==> config.mk <==
export PLATFORM = sky130hd
export DESIGN_NAME = float_to_fixed_conv
export DESIGN_NICKNAME = d
export VERILOG_FILES = /design/src/rtl/fp_pkg.sv /design/src/rtl/fp32_unpack.sv /design/src/rtl/float_to_fixed_conv.sv
export SDC_FILE = /design/constraint.sdc
export NUM_CORES = 1
export LEC_CHECK = 0
export BUFFER_PORTS_ARGS = -buffer_cell sky130_fd_sc_hd__buf_2
export CAP_MARGIN = 0
export CORE_MARGIN = 2
export CORE_UTILIZATION = 62
export DETAILED_ROUTE_END_ITERATION = 16
export PLACE_DENSITY = 0.86
export SLEW_MARGIN = 15
export SYNTH_ARGS = -nofsm -noshare
export SYNTH_HDL_FRONTEND = slang
export SYNTH_SLANG_ARGS = --single-unit
==> constraint.sdc <==
create_clock -name clk -period 5 [get_ports clk]
set_input_delay 0.5 -clock clk [delete_from_list [all_inputs] [get_ports clk]]
set_output_delay 0.5 -clock clk [all_outputs]
set_load 0.05 [all_outputs]
==> src/rtl/fp_pkg.sv <==
// Shared IEEE-754 single-precision field layout and the float-to-fixed converter state types.
package fp_pkg;

    localparam int SIGN_BIT = 31;
    localparam int EXP_MSB  = 30;
    localparam int EXP_LSB  = 23;
    localparam int FRAC_W   = 23;
    localparam int EXP_BIAS = 127;
    localparam int EXP_INF  = 255;

    typedef enum logic [1:0] {
        ST_IDLE,
        ST_ALIGN,
        ST_DONE
    } conv_state_t;

    typedef enum logic [1:0] {
        RES_NORM,
        RES_ZERO,
        RES_SAT
    } res_kind_t;

endpackage

==> src/rtl/fp32_unpack.sv <==
// Combinational field decode of an IEEE-754 single; denormals are reported as zero (flush).
module fp32_unpack
    import fp_pkg::*;
(
    input  logic [31:0]     data,
    output logic            sign,
    output logic [7:0]      exponent,
    output logic [FRAC_W:0] mant,
    output logic            is_zero,
    output logic            is_special
);

    assign sign       = data[SIGN_BIT];
    assign exponent   = data[EXP_MSB:EXP_LSB];
    assign is_zero    = (exponent == 8'd0);
    assign is_special = (exponent == 8'(EXP_INF));
    assign mant       = {~is_zero, data[FRAC_W-1:0]};

endmodule

==> src/rtl/float_to_fixed_conv.sv <==
// IEEE-754 single to signed fixed-point converter with bit-serial mantissa alignment.
// Optional round-half-away-from-zero on right shifts when F2X_ROUND_EN is defined.
//
// state    | meaning
// ---------+------------------------------------------------------------
// ST_IDLE  | in_ready high, waiting for an input handshake
// ST_ALIGN | shift magnitude one bit per cycle until count hits zero
// ST_DONE  | out_valid high, out_data held until out_ready
module float_to_fixed_conv
    import fp_pkg::*;
#(
    parameter int OUT_W     = 32,
    parameter int FRAC_BITS = 16
) (
    input  logic             clk,
    input  logic             rst,
    input  logic             in_valid,
    output logic             in_ready,
    input  logic [31:0]      in_data,
    output logic             out_valid,
    input  logic             out_ready,
    output logic [OUT_W-1:0] out_data
);

    localparam int CNT_W      = 6;
    localparam int SH_MAX     = OUT_W - 25;
    localparam int SH_MIN     = -24;
    localparam int ALIGN_BIAS = EXP_BIAS + FRAC_W;

    conv_state_t state, state_nxt;
    res_kind_t   kind_r;
    logic             sign_r;
    logic             left_r;
    logic [CNT_W-1:0] cnt_r;
    logic [OUT_W-1:0] mag_r;
    logic [OUT_W-1:0] mag_fin;
    logic [OUT_W-1:0] result;

    logic            u_sign;
    logic [7:0]      u_exp;
    logic [FRAC_W:0] u_mant;
    logic            u_zero;
    logic            u_special;

    int  sh;
    int  sh_abs;
    logic accept;

    fp32_unpack u_unpack (
        .data       (in_data),
        .sign       (u_sign),
        .exponent   (u_exp),
        .mant       (u_mant),
        .is_zero    (u_zero),
        .is_special (u_special)
    );

    assign in_ready  = (state == ST_IDLE);
    assign out_valid = (state == ST_DONE);
    assign accept    = in_valid && in_ready;

    always_comb begin
        sh     = int'(u_exp) - ALIGN_BIAS + FRAC_BITS;
        sh_abs = (sh < 0) ? -sh : sh;
    end

    always_ff @(posedge clk) begin
        if (rst) begin
            state <= ST_IDLE;
        end else begin
            state <= state_nxt;
        end
    end

    always_comb begin
        state_nxt = state;
        case (state)
            ST_IDLE:  if (accept) state_nxt = ST_ALIGN;
            ST_ALIGN: if (cnt_r == '0) state_nxt = ST_DONE;
            ST_DONE:  if (out_ready) state_nxt = ST_IDLE;
            default:  state_nxt = ST_IDLE;
        endcase
    end

`ifdef F2X_ROUND_EN
    logic guard_r;

    always_ff @(posedge clk) begin
        if (rst) begin
            guard_r <= 1'b0;
        end else if (state == ST_IDLE && accept) begin
            guard_r <= 1'b0;
        end else if (state == ST_ALIGN && cnt_r != '0 && !left_r) begin
            guard_r <= mag_r[0];
        end
    end

    assign mag_fin = mag_r + OUT_W'(guard_r);
`else
    assign mag_fin = mag_r;
`endif

    always_comb begin
        result = '0;
        case (kind_r)
            RES_NORM: result = sign_r ? (-mag_fin) : mag_fin;
            RES_SAT:  result = sign_r ? {1'b1, {(OUT_W-1){1'b0}}}
                                      : {1'b0, {(OUT_W-1){1'b1}}};
            default:  result = '0;
        endcase
    end

    // Special cases load a zero count so they finalize after one ALIGN cycle,
    // giving them the same latency as an exact (|sh| == 0) conversion.
    always_ff @(posedge clk) begin
        if (rst) begin
            kind_r   <= RES_NORM;
            sign_r   <= 1'b0;
            left_r   <= 1'b0;
            cnt_r    <= '0;
            mag_r    <= '0;
            out_data <= '0;
        end else begin
            case (state)
                ST_IDLE: begin
                    if (accept) begin
                        sign_r <= u_sign;
                        left_r <= (sh > 0);
                        mag_r  <= OUT_W'(u_mant);
                        if (u_zero || sh < SH_MIN) begin
                            kind_r <= RES_ZERO;
                            cnt_r  <= '0;
                        end else if (u_special || sh > SH_MAX) begin
                            kind_r <= RES_SAT;
                            cnt_r  <= '0;
                        end else begin
                            kind_r <= RES_NORM;
                            cnt_r  <= CNT_W'(sh_abs);
                        end
                    end
                end
                ST_ALIGN: begin
                    if (cnt_r != '0) begin
                        cnt_r <= cnt_r - CNT_W'(1);
                        mag_r <= left_r ? (mag_r << 1) : (mag_r >> 1);
                    end else begin
                        out_data <= result;
                    end
                end
                default: ;
            endcase
        end
    end

endmodule
==> results of run 1 <==
==> layout by cell type, fill, tap and decap left out, drive strengths merged, types with 10 or more instances in the layout <==
master / count
dfxtp: 76
buf: 75
nand2: 72
nor2: 69
a21oi: 64
nor3: 30
o211ai: 27
mux2i: 24
xnor2: 23
o21ai: 23
xor2: 13
ha: 13
inv: 13
a22oi: 12
clkbuf: 10
==> logic make-up after synthesis <==
family / count (synthesis)
AND/OR/NAND/NOR: 224
AO/OA/AOI/OAI: 174
flip-flops: 76
buffers and inverters: 63
XOR/XNOR: 36
multiplexers: 31
adder cells (fa/ha/maj): 13
==> Yosys cell counts (3+ instances only) <==
| cell type | number | area share |
|---|---|---|
| dfxtp_1 | 76 | 0.31 |
| o21ai_0 | 20 | 0.021 |
| or3_1 | 6 | 0.0077 |
| and2_1 | 3 | 0.0039 |
| a21oi_1 | 63 | 0.065 |
| nor2b_1 | 4 | 0.0052 |
| o211ai_1 | 25 | 0.039 |
| nand2_1 | 72 | 0.056 |
| a31oi_1 | 3 | 0.0039 |
| a211oi_1 | 8 | 0.012 |
| nor4_1 | 3 | 0.0039 |
| buf_2 | 5 | 0.0052 |
| mux2_2 | 7 | 0.016 |
| a211o_1 | 3 | 0.0054 |
| or2_2 | 3 | 0.0039 |
| o41ai_1 | 3 | 0.0054 |
| ha_1 | 13 | 0.034 |
| a22oi_1 | 12 | 0.019 |
| nor2_1 | 69 | 0.053 |
| o22ai_1 | 4 | 0.0052 |
| buf_1 | 5 | 0.0039 |
| nand2b_1 | 7 | 0.0090 |
| nand3_1 | 7 | 0.0072 |
| inv_1 | 12 | 0.0093 |
| clkbuf_1 | 38 | 0.029 |
| o31ai_1 | 3 | 0.0046 |
| xor2_1 | 13 | 0.023 |
| o21a_1 | 7 | 0.011 |
| nor3b_1 | 3 | 0.0046 |
| mux2i_1 | 24 | 0.050 |
| xnor2_1 | 23 | 0.042 |
| nor3_1 | 30 | 0.031 |
==> layout make-up <==
cell class | instances | area share
Multi-Input combinational cell | 478 | 0.573
Sequential cell | 76 | 0.283
Timing Repair Buffer | 75 | 0.0725
Clock buffer | 10 | 0.0237
Tap cell | 102 | 0.0237
Clock inverter | 6 | 0.0160
Inverter | 12 | 0.00837
==> where the power goes <==
part,total [W],internal [W],switching [W]
combinational,0.00219,0.000718,0.00147
clock,0.000518,0.000281,0.000237
sequential,0.00112,0.000841,0.000282
total,0.00383,0.00184,0.00199
==> sequential cells by signal, indices dropped and copies added (netlist names) <==
signal,flops
left_r,1
out_data,32
mag_fin,32
state,2
cnt_r,6
sign_r,1
kind_r,2
==> final timing paths <==
kind	to	from	cells past startpoint	slack, ps
worst max-delay path	out_data[8]$_SDFFE_PP0P_	cnt_r[2]$_SDFFE_PP0P_	6	1890
worst max register to register	out_data[8]$_SDFFE_PP0P_	cnt_r[2]$_SDFFE_PP0P_	6	1890
worst min-delay path	sign_r$_SDFFE_PP0P_	in_data[31]	3	400
worst min register to register	out_data[3]$_SDFFE_PP0P_	out_data[3]$_SDFFE_PP0P_	2	490
==> worst max-delay path, cell delays in order, from the launching register on <==
cell	delay (ps)
dfxtp_1	370
nor3_1	280
and3b_1	330
and2_1	870
nand2_1	700
a21oi_1	340
nor3_1	80
==> through the flow <==
step / power, W / cells
detailed placement: 0.00328 / 743
CTS: 0.00381 / 759
global route: 0.00410 / 759
floorplan: 0.00283 / 617
finish: 0.00383 / 759
global placement: 0.00320 / 743
==> routing by layer <==
layer  vias to the layer above  GRT usage
li1                       2266          -
met1                      2164      0.388
met2                       157      0.519
met3                        19     0.0382
met4                         0      0.102
met5                         -          0
==> results.toml, run 1 <==
[timing]
timing.final.crit_share = 0.623
worst_pin_slew_ps = 1060
maxSlewHeadroom = 0.291
max_freq_mhz = 321
fin_skew_ps = 14.0
drv_slew = 0
finalWorstSetupSlack_ps = 1890
setup_viol = 0
hold_ws_ps = 404
setup-tns-final_ps = 0
rsz0062_at_grt = "false"
hold_viol = 0
period_needed_ps = 3110

[routing]
top_layer_used = "met4"
initialDrtViolationCount = 373
ant_nets = 0
drt_pass1_iterations = 5
dr_wl_met3_microns = 579
avgRoutedWirePerCell_microns = 16.2
num_vias = 4606
drc = 0
viasPerCell = 6.07
wl_microns = 12300
wl_met1_microns = 5350
wl_met2_microns = 6180

[logic_synthesis]
synth_cell_types = 64
avgSynthCellArea_sq_um = 7.86
synth_top_family_by_area = "compound AO/OA/AOI/OAI gates"
synth-compound-area-share = 0.241
synthMuxAreaShare = 0.0658
yosys.area_share.simple = 0.227
synth_edf_count = 0
ys_seq_area_frac = 0.314
ys_warn_count = 0
synth_flop_cell = "dfxtp_1"
syn_inst = 617
synth.ff_latch_count = 76
netlist_area_sq_um = 4850
async_flop_share = 0
synth_xor_area_frac = 0.0650
synth_fa_ha_area_frac = 0.0336
syn_nets = 666

[floorplanning]
fp.coreArea_sq_um = 7650
start_util = 0.634
die_x_microns = 92.4
io_pins = 70
rows = 32
chipHeight_microns = 92.4
die_area_sq_um = 8540

[placement]
hpwlAfterDp_microns = 8630
io_buffers = 69
place_area_sq_um = 5170
pre_cts_ws_ps = 1780
gp_congestion = 0.927

[cells_and_area]
synthToLayoutAreaGrowth_pct = 11.1
fin_util = 0.704
multi_input_area_sq_um = 3090
regArea_sq_um = 1520
nNetsFinal = 701
fin_area_sq_um = 5380
antenna_cells = 0
fillerInstances = 635
drive_gt1_frac = 0.190

[clock_tree]
cts_buffers = 9
ctsHoldBuffers = 0
postCtsResizedCells = 0
tritoncts = "built"
cts_sinks = 76
post_cts_buffers = 0
h-tree-depth = 3
clkLatencyLatePin_ps = 360
cts.clk_slew.worst_paths_ps = 80
root_buffer = "clkbuf_8"
clockBufferDepth = 2

[critical_path]
cp_max_fo = 30
startpoint_type = "flip-flop"
criticalPathCategory = "reg2reg"
cp.arrival_ps = 3350
cp.required_ps = 5240
worst_setup_path_end_kind = "flip-flop"

[grt]
grt_max_degree = 53
grt_pass1_vias = 4345
antenna_found_initial = 0
grt-ovfl-total = 0
grt.total_usage = 0.301
grt_first_pass_wirelength_microns = 20700

[power]
p_leak_nw = 2.05
peakVddDrop_mv = 0.256
p_per_area_nw_per_um2 = 712

[hold_path]
hold_path.class = "in2reg"

[flow_run]
cap_violations = 0

[status]
outcome = "finished clean"
(Power assumes the default switching activity.)
==> run 2: changes to the inputs <==
CORE_UTILIZATION = 52   (was 62)
PLACE_DENSITY = 0.76   (was 0.86)
clock period = 2.7 ns   (was 5 ns; I/O delays follow)
==> run 2 against run 1 <==
Compared with the run above: core utilization down 10 points; routed wire length down 2.3%; first-iteration DRC count down 4.6%; highest routed layer unchanged; clock power up 49%; power up 83%; setup slack worse by 1600 ps; global-route usage down 5.9 points; critical path depth up 1; critical path type unchanged; die area up 18%; worst hold slack worse by 230 ps; combinational power up 92%; maximum frequency up 31%.
==> results.toml, run 2 (synthesis results as in run 1) <==
[timing]
drv_slew = 0
setup-tns-final_ps = 0
hold_viol = 0
timing.final.crit_share = 0.881
worst_pin_slew_ps = 836
maxSlewHeadroom = 0.443
rsz0062_at_grt = "false"
period_needed_ps = 2380
setup_viol = 0
finalWorstSetupSlack_ps = 322
max_freq_mhz = 421
fin_skew_ps = 14.1

[cells_and_area]
drive_gt1_frac = 0.209
antenna_cells = 0
fillerInstances = 818
synthToLayoutAreaGrowth_pct = 13.2
final_common_cell = "dfxtp_1"
final_cell_mix = "dfxtp_1 (76), nand2_1 (72), nor2_1 (69), buf_2 (69), a21oi_1 (63)"
nNetsFinal = 718
layout.cells.non_filler = 785

[critical_path]
worst_path_max_delay_cell = "or4_4"
path_buf_inv = 0
crit_chain = "or4_4 > or4_4 > or2_4 > o31ai_4 > xnor2_1 > o211ai_2 > a21oi_2"
startpoint_type = "flip-flop"
max_stage_delay_ps = 610
r2r_end = "out_data[31]$_SDFFE_PP0P_"
r2r_slack_ps = 320
worst_setup_path_end_kind = "flip-flop"
criticalPathCategory = "reg2reg"
cp_top_family = "simple AND/OR/NAND/NOR gates"
cp_max_fo = 9
reg2reg_from = "mag_fin[22]$_SDFFE_PP0P_"
cp.required_ps = 2980
cp.arrival_ps = 2660
r2r_cells = 7
cpMostUsedCell = "or4_4"

[hold_path]
hp-start = "out_ready"
hold_end = "state[1]$_SDFFE_PP0P_"
holdPathStages = 3
hold_path.class = "in2reg"

[placement]
io_buffers = 69
dp_cells = 769
gp_congestion = 0.935
pre_cts_ws_ps = 96.4
hpwlAfterDp_microns = 8760

[clock_tree]
cts.clk_slew.worst_paths_ps = 80
tritoncts = "built"
root_buffer = "clkbuf_8"
cts_sinks = 76
h-tree-depth = 3
ctsHoldBuffers = 0
post_cts_buffers = 0
clockBufferDepth = 2
cts_buffers = 9
clkLatencyLatePin_ps = 360
postCtsResizedCells = 0

[flow_run]
cap_violations = 0

[power]
peakVddDrop_mv = 0.673
p_per_area_nw_per_um2 = 1280
p_leak_nw = 2.11
totalPowerFinal_w = 0.00701

[routing]
num_vias = 4653
drc = 0
avgRoutedWirePerCell_microns = 15.3
initialDrtViolationCount = 356
wl_microns = 12000
drt_pass1_iterations = 5
ant_nets = 0
viasPerCell = 5.93

[grt]
grt-ovfl-total = 0
met2_usage = 0.394
grt_max_degree = 45
grtUsageMet1 = 0.324
grt_first_pass_wirelength_microns = 19700
grt_pass1_vias = 4123
grt-busiest-layer = "met2"
use_met3 = 0.0395
grt.total_usage = 0.241
antenna_found_initial = 0

[floorplanning]
rows = 35
start_util = 0.530
die_area_sq_um = 10100
chipHeight_microns = 101
die_x_microns = 101
fp.coreArea_sq_um = 9150
io_pins = 70

[status]
outcome = "finished clean"
==> run 2: stage by stage <==
stage	hold slack, ps	util	instance area, sq um
2_1_floorplan	354	-	4850
3_3_place_gp	447	0.581	5320
3_5_place_dp	461	0.581	5320
4_1_cts	165	0.600	5490
5_1_grt	177	0.600	5490
6_report	173	0.600	5490
==> run 2: cell type report <==
cell class	count	area (sq um)	share of cell area
clock buffer	10	128	0.0233
clock inverter	6	41.3	0.00752
inverter	12	45.0	0.00821
multi-input combinational	478	3080	0.562
sequential	76	1520	0.277
tap	111	139	0.0253
timing repair buffer	92	531	0.0966
==> run 2: worst max path at each step <==
stage,startpoint,endpoint,slack [ps],cells after the start
3_3_place_gp,in_data[25],cnt_r[4]$_SDFFE_PP0P_,150,12
5_1_grt,mag_fin[3]$_SDFFE_PP0P_,out_data[25]$_SDFFE_PP0P_,130,7
4_1_cts,mag_fin[22]$_SDFFE_PP0P_,out_data[31]$_SDFFE_PP0P_,340,7
6_report,mag_fin[22]$_SDFFE_PP0P_,out_data[31]$_SDFFE_PP0P_,320,7
3_5_place_dp,in_data[25],cnt_r[4]$_SDFFE_PP0P_,100,12
2_1_floorplan,in_data[24],cnt_r[4]$_SDFFE_PP0P_,240,11
==> run 2: power by group <==
part | leakage (nW) | switching, W | total, W | internal [W]
clock | 0.0783 | 0.000439 | 0.000770 | 0.000332
sequential | 0.622 | 0.000469 | 0.00202 | 0.00156
combinational | 1.41 | 0.00278 | 0.00421 | 0.00143
total | 2.11 | 0.00369 | 0.00701 | 0.00332
==> run 2: routing by layer <==
layer / vias to the layer above / part of all wire
li1: 2292 / -
met1: 2182 / 0.46
met2: 157 / 0.47
met3: 22 / 0.049
met4: 0 / 0.020
met5: - / 0
==> run 2: worst min-delay path, cell delays in order <==
cell and delay, ps:
buf_2 70, nand2b_1 80, a21oi_1 60
==> run 3: changes to the inputs <==
==> constraint.sdc (replaced) <==
create_clock -name clk -period 2.7 [get_ports clk]
set_input_delay 0.135 -clock clk [delete_from_list [all_inputs] [get_ports clk]]
set_output_delay 0.135 -clock clk [all_outputs]
set_load 0.05 [all_outputs]
==> run 3 against run 2 <==
Compared with the run above: final area fell by 0.18%; setup slack got worse by 62 ps; combinational power barely moved; power rose by 1.3%; routed wire length rose by 2.0%.
==> results.toml, run 3 (synthesis results as in run 1) <==
[power]
p_clk_frac = 0.123
peakVddDrop_mv = 0.751
p_per_area_nw_per_um2 = 1300
total_switching_power_w = 0.00368
combPwrFrac = 0.589
p_int_w = 0.00342
seqPwrFrac = 0.288
totalPowerFinal_w = 0.00710
sw_frac_of_total = 0.519
p_leak_nw = 2.11

[critical_path]
r2r_slack_ps = 260
cp-endpoint = "out_data[19]$_SDFFE_PP0P_"
crit_chain = "nor4_2 > nor4b_4 > nand3_1 > o31ai_1 > xnor2_1 > a21oi_1 > nor3_1"
startpoint_type = "flip-flop"
reg2reg_from = "mag_fin[2]$_SDFFE_PP0P_"
cp-startpoint = "mag_fin[2]$_SDFFE_PP0P_"
cp.arrival_ps = 2720
cp.required_ps = 2980
worst_path_max_delay_cell = "nor4_2"
r2r_end = "out_data[19]$_SDFFE_PP0P_"
criticalPathCategory = "reg2reg"
crit_cells = 7
worst_setup_path_end_kind = "flip-flop"
r2r_cells = 7
max_stage_delay_ps = 520
cp_max_fo = 10
cp_top_family = "simple AND/OR/NAND/NOR gates"
path_buf_inv = 0

[grt]
grt_max_degree = 75
antenna_found_initial = 0
grt-ovfl-total = 0
grt.total_usage = 0.250
grt_pass1_vias = 4243
grt_first_pass_wirelength_microns = 20500

[cells_and_area]
fin_area_sq_um = 5480
final_cell_mix = "dfxtp_1 (76), nand2_1 (72), nor2_1 (69), buf_2 (69), a21oi_1 (63)"
antenna_cells = 0
layout.cells.non_filler = 781
synthToLayoutAreaGrowth_pct = 13.0
fillerInstances = 816
drive_gt1_frac = 0.203
final_common_cell = "dfxtp_1"
nNetsFinal = 715

[clock_tree]
cts_buffers = 9
clkLatencyLatePin_ps = 350
root_buffer = "clkbuf_8"
tritoncts = "built"
cts_sinks = 76
h-tree-depth = 3
clockBufferDepth = 2
post_cts_buffers = 0
ctsHoldBuffers = 1
cts.clk_slew.worst_paths_ps = 90
postCtsResizedCells = 0

[status]
outcome = "finished clean"

[hold_path]
hold_path.class = "in2reg"

[placement]
place_area_sq_um = 5280
gp_congestion = 0.900
io_buffers = 69
hpwlAfterDp_microns = 8750
dp_cells = 765

[timing]
setup_viol = 0
timing.final.crit_share = 0.904
setup-tns-final_ps = 0
max_freq_mhz = 410
fin_skew_ps = 17.9
period_needed_ps = 2440
hold_viol = 0
maxSlewHeadroom = 0.488
rsz0062_at_grt = "false"
drv_slew = 0
hold_ws_ps = 53.5
worst_pin_slew_ps = 768

[routing]
avgRoutedWirePerCell_microns = 15.7
drc = 0
drt_pass1_iterations = 5
viasPerCell = 5.90
num_vias = 4608
wl_microns = 12300
ant_nets = 0
initialDrtViolationCount = 341

[floorplanning]
die_area_sq_um = 10100
die_x_microns = 101
fp.coreArea_sq_um = 9150
rows = 35
chipHeight_microns = 101
start_util = 0.530
io_pins = 70

[flow_run]
cap_violations = 0
==> run 3: layout make-up <==
type | instances | area (sq um) | area share
multi-input cells | 478 | 3080 | 0.563
flip-flops and latches | 76 | 1520 | 0.278
repair buffers | 89 | 498 | 0.0909
clock buffers | 11 | 141 | 0.0258
well taps | 111 | 139 | 0.0253
clock inverters | 4 | 50.0 | 0.00913
inverters | 12 | 45.0 | 0.00822
==> run 3: worst reg2reg max path: cells and delay by family, from the launching register on <==
kind	cells	cell delay (ps)
AND/OR/NAND/NOR	4	1380
AO/OA/AOI/OAI	2	420
flip-flops	1	420
XOR/XNOR	1	160
==> run 3: worst min path at each step <==
stage / slack (ps) / to / depth (start not counted) / startpoint
final: 50 / state[1]$_SDFFE_PP0P_ / 3 / out_ready
after floorplan: 220 / state[0]$_SDFFE_PP0P_ / 1 / rst
after CTS: 50 / state[1]$_SDFFE_PP0P_ / 3 / out_ready
after detailed placement: 340 / state[1]$_SDFFE_PP0P_ / 2 / rst
after global routing: 60 / sign_r$_SDFFE_PP0P_ / 3 / in_data[31]
after global placement: 330 / state[1]$_SDFFE_PP0P_ / 2 / rst
==> run 3: power by group through the flow <==
stage | clock [W] | sequential (W) | combinational, W
after floorplan | 0 | 0.00262 | 0.00262
after global placement | 0 | 0.00204 | 0.00404
after detailed placement | 0 | 0.00206 | 0.00413
after CTS | 0.000882 | 0.00204 | 0.00416
after global routing | 0.000933 | 0.00211 | 0.00459
final | 0.000871 | 0.00205 | 0.00418
==> run 3: per-stage QoR <==
step / setup slack [ps] / utilization
floorplan: 375 / -
global placement: 236 / 0.577
detailed placement: 146 / 0.577
CTS: 310 / 0.599
global route: 74.3 / 0.599
finish: 260 / 0.599
==> run 3: per-layer routing <==
layer | track usage | routed length, microns
met5 | 0 | 0
met4 | 0.110 | 359
met3 | 0.0354 | 660
met2 | 0.404 | 5740
met1 | 0.334 | 5520
